## src/rtl/shift_pkg.sv

```systemverilog
// rtl/shift_pkg.sv - shared state encoding and direction constants for shift_sequencer
package shift_pkg;

  localparam logic [1:0] S_IDLE  = 2'd0;
  localparam logic [1:0] S_SHIFT = 2'd1;
  localparam logic [1:0] S_DONE  = 2'd2;

  localparam logic DIR_LEFT  = 1'b0;
  localparam logic DIR_RIGHT = 1'b1;

  typedef enum logic [1:0] {
    IDLE  = S_IDLE,
    SHIFT = S_SHIFT,
    DONE  = S_DONE
  } state_t;

endpackage

```

## src/rtl/shift_unit.sv

```systemverilog
// rtl/shift_unit.sv - combinational single-bit logical shifter, both directions
//   x   : operand
//   shl : x << 1, zero fill
//   shr : x >> 1, zero fill
module shift_unit #(
  parameter int WIDTH = 4
) (
  input  logic [WIDTH-1:0] x,
  output logic [WIDTH-1:0] shl,
  output logic [WIDTH-1:0] shr
);

  assign shl = {x[WIDTH-2:0], 1'b0};
  assign shr = {1'b0, x[WIDTH-1:1]};

endmodule

```

## src/rtl/shift_sequencer.sv

```systemverilog
// rtl/shift_sequencer.sv - multi-cycle logical shift engine with early stop on zero
//   start_valid/start_ready : request handshake, captures din, dir, amount
//   busy                    : operation in flight or result pending
//   dout/steps              : result operand and number of shifts performed
//   dout_valid/dout_ready   : result handshake
module shift_sequencer
  import shift_pkg::*;
#(
  parameter int WIDTH = 4,
  parameter int CNT_W = 3
) (
  input  logic             clk,
  input  logic             rst_n,
  input  logic             start_valid,
  output logic             start_ready,
  input  logic [WIDTH-1:0] din,
  input  logic             dir,
  input  logic [CNT_W-1:0] amount,
  output logic             busy,
  output logic [WIDTH-1:0] dout,
  output logic [CNT_W-1:0] steps,
  output logic             dout_valid,
  input  logic             dout_ready
);

  state_t           state_q, state_d;
  logic [WIDTH-1:0] data_q;
  logic [CNT_W-1:0] cnt_q;
  logic             dir_q;
  logic [CNT_W-1:0] steps_q;

  logic [WIDTH-1:0] shl, shr, shifted;

  shift_unit #(.WIDTH(WIDTH)) u_shift (
    .x   (data_q),
    .shl (shl),
    .shr (shr)
  );

  assign shifted = (dir_q == DIR_RIGHT) ? shr : shl;

  always_ff @(posedge clk or negedge rst_n) begin
    if (!rst_n) begin
      state_q <= IDLE;
    end else begin
      state_q <= state_d;
    end
  end

  always_comb begin
    state_d = state_q;
    case (state_q)
      IDLE: begin
        if (start_valid) begin
          // nothing to do for a zero amount or a zero operand: report at once
          state_d = (amount == '0 || din == '0) ? DONE : SHIFT;
        end
      end
      SHIFT: begin
        // stop on the last requested shift, or as soon as the operand empties
        if (cnt_q == CNT_W'(1) || shifted == '0) begin
          state_d = DONE;
        end
      end
      DONE: begin
        if (dout_ready) begin
          state_d = IDLE;
        end
      end
      default: state_d = IDLE;
    endcase
  end

  always_ff @(posedge clk or negedge rst_n) begin
    if (!rst_n) begin
      data_q  <= '0;
      cnt_q   <= '0;
      dir_q   <= DIR_LEFT;
      steps_q <= '0;
    end else begin
      case (state_q)
        IDLE: begin
          if (start_valid) begin
            data_q  <= din;
            cnt_q   <= amount;
            dir_q   <= dir;
            steps_q <= '0;
          end
        end
        SHIFT: begin
          data_q  <= shifted;
          cnt_q   <= cnt_q - CNT_W'(1);
          steps_q <= steps_q + CNT_W'(1);
        end
        default: ;
      endcase
    end
  end

  assign start_ready = (state_q == IDLE);
  assign dout_valid  = (state_q == DONE);
  assign busy        = (state_q != IDLE);
  assign dout        = data_q;
  assign steps       = steps_q;

endmodule
```

## config.mk

```make
export PLATFORM = sky130hd
export DESIGN_NAME = shift_sequencer
export DESIGN_NICKNAME = d
export VERILOG_FILES = /design/src/rtl/shift_pkg.sv /design/src/rtl/shift_unit.sv /design/src/rtl/shift_sequencer.sv
export SDC_FILE = /design/constraint.sdc
export NUM_CORES = 1
export LEC_CHECK = 0
export ABC_AREA = 1
export CORE_MARGIN = 2
export CORE_UTILIZATION = 35
export CTS_CLUSTER_SIZE = 20
export DETAILED_ROUTE_END_ITERATION = 10
export GPL_TIMING_DRIVEN = 0
export SKIP_CTS_REPAIR_TIMING = 1
export SLEW_MARGIN = 20
export SYNTH_ARGS = -nofsm -noshare
export SYNTH_HDL_FRONTEND = slang
export SYNTH_SLANG_ARGS = --single-unit
```

## constraint.sdc

```tcl
create_clock -name clk -period 1.51 [get_ports clk]
set_clock_uncertainty 0.05 [all_clocks]
set_input_delay 0.453 -clock clk [delete_from_list [all_inputs] [get_ports clk]]
set_output_delay 0.453 -clock clk [all_outputs]
set_load 0.01 [all_outputs]
```

== After elaboration in Yosys (flattened, before gate mapping) ==
Index checks and enable logic that the tools add are counted.

* Add/sub/neg operators: 2
* Equality and inequality tests: 6
* Multiplexer cells: 12
* Reductions and logical operators: 11

{| class="wikitable"
|+ Operators with widths
! cell !! count
|-
| $pmux W3 S2 || 2
|-
| $logic_not A4 Y1 || 2
|-
| $mux W2 || 4
|-
| $mux W4 || 2
|-
| $pmux W4 S2 || 1
|-
| $mux W3 || 2
|-
| $pmux W2 S3 || 1
|-
| $ne A2 B2 Y1 const B || 2
|-
| $reduce_and A2 Y1 || 2
|-
| $reduce_bool A2 Y1 || 2
|-
| $add A3 B1 Y3 const B || 1
|-
| $eq A3 B1 Y1 const B || 1
|-
| $logic_not A3 Y1 || 1
|-
| $reduce_and A3 Y1 || 1
|-
| $sub A3 B1 Y3 const B || 1
|-
| $eq A2 B1 Y1 const B || 1
|-
| $eq A2 B2 Y1 const B || 1
|-
| $logic_not A2 Y1 || 1
|-
| $logic_or A1 B1 Y1 || 2
|-
| $ne A2 B1 Y1 const B || 1
|}

* Bits in registers: 13
* Input port bits: 12
* Output and inout port bits: 10
* Logic and storage cells: 36

== Longest topological paths before layout ==
* Depth in word-level cells: 5
* Gate-level depth with buffers: 8
* Mapped depth without buffers: 8

== Modules after synthesis ==
A second synthesis with hierarchy kept.

* Cells, all modules: 111
* Area total of the unflattened synthesis: 814.5 µm²

{| class="wikitable"
|+ Modules (own cells, without submodules)
! module !! instances !! cells each !! area each (µm²) !! sequential area each (µm²)
|-
| shift_sequencer || 1 || 102 || 750.7 || 325.3
|-
| shift_unit || 1 || 9 || 63.8 || 0.0
|}

== Worst setup path after synthesis ==
OpenSTA, ideal clock, no wires.

* Path type: flip-flop to output port
* From: reg state_q[0]
* To: out busy
* Arrival time: 705 ps
* Required time: 1007 ps
* Slack: 302 ps
* Stages on the path, launching flop included: 3
* Buffers on the path: 0
* Cells stage by stage: dfrtp_1 nor2_4 inv_1

* Cells in the longest elaborated chain, start to end: 1

{| class="wikitable"
|+ Ends and longest elaborated chain
! what !! line !! text
|-
| start, declared || shift_sequencer.sv:26 || <nowiki>state_t state_q, state_d;</nowiki>
|-
| start signal, assigned || shift_sequencer.sv:46 || <nowiki>state_q <= state_d;</nowiki>
|-
| $reduce_bool A2 Y1 || shift_sequencer.sv:102 || <nowiki>assign busy = (state_q != IDLE);</nowiki>
|-
| end, declared || shift_sequencer.sv:19 || <nowiki>output logic busy,</nowiki>
|}

Every way passes these cells.

== Final worst setup path ==
* From: reg state_q[0]
* To: out start_ready

* Cells in the longest elaborated chain, start to end: 1

{| class="wikitable"
|+ Ends and longest elaborated chain
! what !! line !! text
|-
| $logic_not A2 Y1 || shift_sequencer.sv:100 || <nowiki>assign start_ready = (state_q == IDLE);</nowiki>
|-
| end, declared || shift_sequencer.sv:15 || <nowiki>output logic start_ready,</nowiki>
|}

Every way passes these cells.

==> results.md <==
- Final slew viol count: 0
- Buf+Inv Stages, Crit Path: 2
- Row cnt: 16
- Clock sinks: 13
- First-pass GRT wire length: 2770 µm
- Hold slack: 415 ps
- Worst reg2reg setup slack: 120 ps
- Worst EP arrival: 1080 ps
- Drt drc: 0
- NumNets Final: 148
- Share of post-route cells with drive strength above 1: 0.197
- Core area: 0.00198 mm²
- DRT antenna net count: 0
- Worst-Skew Late Latency: 280 ps
- Maximum number of pins on one net before global-route repair: 14
- Dpl hpwl: 1280 µm
- Status: finished with violations
- Fin. Hold Viols: 0
- CP most frequent cell: buf_4
- Leak Pwr: 0.000628 µW
- Final instance area: 0.00111 mm²
- CP Launch Type: flop
- Max-cap violations: 0
- Syn nets: 112
- Worst EP required: 1010 ps
- Post-layout min period: 1580 ps
- Port bufs: 21
- Fmax: 0.631 GHz
- DRT Pass-1 Iters: 4
- Slowest Stage Delay on Critical Path: 430 ps
- Yosys warns: 0
- PwrDens: 2020 mW/mm²
- Initial antenna violation count: 0
- Starting Density: 0.375
- FF-to-FF End: dout[2]
- Vias per cell: 4.58
- Kind of critical path: flop to output port
- Final WL: 1800 µm
- Ant. Diodes: 0
- Placed inst area: 987 µm²
- RSZ-0062 raised after global routing: true
- Slew margin rel.: 0.593
- Worst hold path type: flop to flop
- WL per Instance: 11.3 µm
- Gr ovfl total: 0
- # setup viols final: 3
- Syn Area/Cell: 7.66 µm²
- CTS Buf Count: 3
- FF-to-FF path depth: 9
- Seq/Total Area, Yosys: 0.438
- Die ar.: 0.00251 mm²
- Distinct cells, synth: 19
- Netlist Area Pre-Place: 743 µm²
- Layout fillers: 196
- Final setup margin: -73.9 ps
- Worst Hold Depth: 1
- 1st-iter DRT viols: 18
- Multi-input gate area: 365 µm²
- Max VDD drop: 984 µV
- H-tree levels: 1
- CP Launch Point: state_q[0]
- Io pins: 22
- Delay-heaviest family, CP: flip-flops
- Critical path, cell by cell: nor2_4 > buf_4 > buf_4
- Vias: 728
- Root buffer cell: clkbuf_4
- Critical path depth: 3
- Tcrit/Tclk final: 1.05
- Max Root-Sink Buffers: 2
- Vias in the first global route: 604
- Layout area overhead: 49.7%
- Critical Path End Type: output port
- Die W: 50.1 µm
- Reg area: 328 µm²
- End point of the critical path: start_ready
- Clock slew seen by the registers of the worst setup and hold paths: 90 ps
- Worst r2r src: state_q[1]
- Die Ht: 50.1 µm
- Slew @ Worst Pin: 609 ps
- #FFs+latches synth: 13
- Mapped Cells: 97
- Failing checks: negative setup slack
- Global placer's final weighted congestion: 0.865
- CTS tree: yes
- All-Layer GR Usage: 0.151
- Worst path slowest cell: dfrtp_2
- Worst-path fanout max: 4
- Fin util: 0.561
[metrics by stage]
step	power, µW	instances	setup WS (ps)	setup TNS (ps)
2_1_floorplan	1400	97	302	0
3_3_place_gp	1840	145	-163	-1220
3_5_place_dp	1860	145	-169	-1250
4_1_cts	2100	149	-481	-2960
5_1_grt	2460	159	-115	-258
6_report	2250	159	-73.9	-129
[state kept, by name (all words and copies together), names as in the netlist]
signal and count:
cnt_q 3, dir_q 1, dout 4, state_q 2
steps 3
[final cells by class]
cell class / instances / share of cell area
Multi-Input combinational cell: 72 / 0.328
Sequential cell: 13 / 0.295
Timing Repair Buffer: 31 / 0.268
Inverter: 11 / 0.0439
Tap cell: 27 / 0.0304
Clock buffer: 3 / 0.0202
Buffer: 1 / 0.0101
Clock inverter: 1 / 0.00450
[Yosys cell counts]
| library cell | number | share of area |
|---|---|---|
| o21ai_1 | 5 | 0.034 |
| nand2_1 | 31 | 0.16 |
| nand3b_1 | 1 | 0.010 |
| inv_1 | 9 | 0.045 |
| xor2_1 | 1 | 0.012 |
| nand3_1 | 4 | 0.027 |
| inv_2 | 1 | 0.0050 |
| o21ai_0 | 6 | 0.040 |
| nand2_2 | 1 | 0.0084 |
| ha_1 | 3 | 0.051 |
| o211ai_1 | 3 | 0.030 |
| nor2_1 | 10 | 0.051 |
| nand2_4 | 1 | 0.015 |
| buf_6 | 1 | 0.015 |
| a22o_1 | 1 | 0.012 |
| nor2_4 | 1 | 0.015 |
| dfrtp_1 | 13 | 0.44 |
| a21oi_1 | 4 | 0.027 |
| inv_4 | 1 | 0.0084 |
[power by group]
group,switching (µW),internal [µW]
logic,711,672
clock network,122,98.3
registers,127,521
[cells by family (layout without fill, tap and decap cells)]
| kind of cell | count (synthesis) | in the layout | synth area share |
|---|---|---|---|
| flops | 13 | 13 | 0.438 |
| compound gates | 19 | 19 | 0.143 |
| xor+xnor | 1 | 1 | 0.0118 |
| buf+inv | 12 | 47 | 0.0741 |
| simple gates | 49 | 49 | 0.283 |
| fa+ha+maj | 3 | 3 | 0.0505 |
[worst min path at each step]
stage | endpoint | start | slack, ps
final | steps[2] | steps[2] | 410
after global routing | steps[2] | steps[2] | 460
after CTS | steps[2] | steps[2] | 430
after detailed placement | steps[2] | steps[2] | 410
after global placement | steps[2] | steps[2] | 400
after floorplan | cnt_q[0] | rst_n | 110
[routing by layer]
metal / part of all wire / up-vias / global-route usage
met3: 0.059 / 2 / 0.0606
met1: 0.44 / 328 / 0.199
met5: 0 / - / 0
li1: - / 382 / -
met4: 0.011 / 0 / 0.0556
met2: 0.48 / 16 / 0.219
[cell usage in the layout, fill, tap and decap left out]
| cell type | Yosys | routed |
|---|---|---|
| buf_6 | 1 | 3 |
| inv_6 | 0 | 1 |
| clkdlybuf4s50_1 | 0 | 11 |
| a22o_1 | 1 | 1 |
| o211ai_1 | 3 | 3 |
| buf_4 | 0 | 9 |
| nor2_2 | 0 | 1 |
| nor2_4 | 1 | 1 |
| clkbuf_4 | 0 | 3 |
| nand2_2 | 1 | 1 |
| dlymetal6s2s_1 | 0 | 7 |
| nand3_1 | 4 | 4 |
| a21oi_1 | 4 | 4 |
| clkinv_2 | 0 | 1 |
| clkbuf_2 | 0 | 1 |
| inv_1 | 9 | 9 |
| nor2_1 | 10 | 9 |
| nand2_1 | 31 | 31 |
| dfrtp_1 | 13 | 11 |
| buf_2 | 0 | 1 |
| xor2_1 | 1 | 1 |
| nand3b_1 | 1 | 1 |
| o21ai_0 | 6 | 6 |
| ha_1 | 3 | 3 |
| nand2_4 | 1 | 1 |
| inv_4 | 1 | 1 |
| dfrtp_2 | 0 | 2 |
| o21ai_1 | 5 | 5 |
No activity file was read; power rests on OpenSTA's default activity.
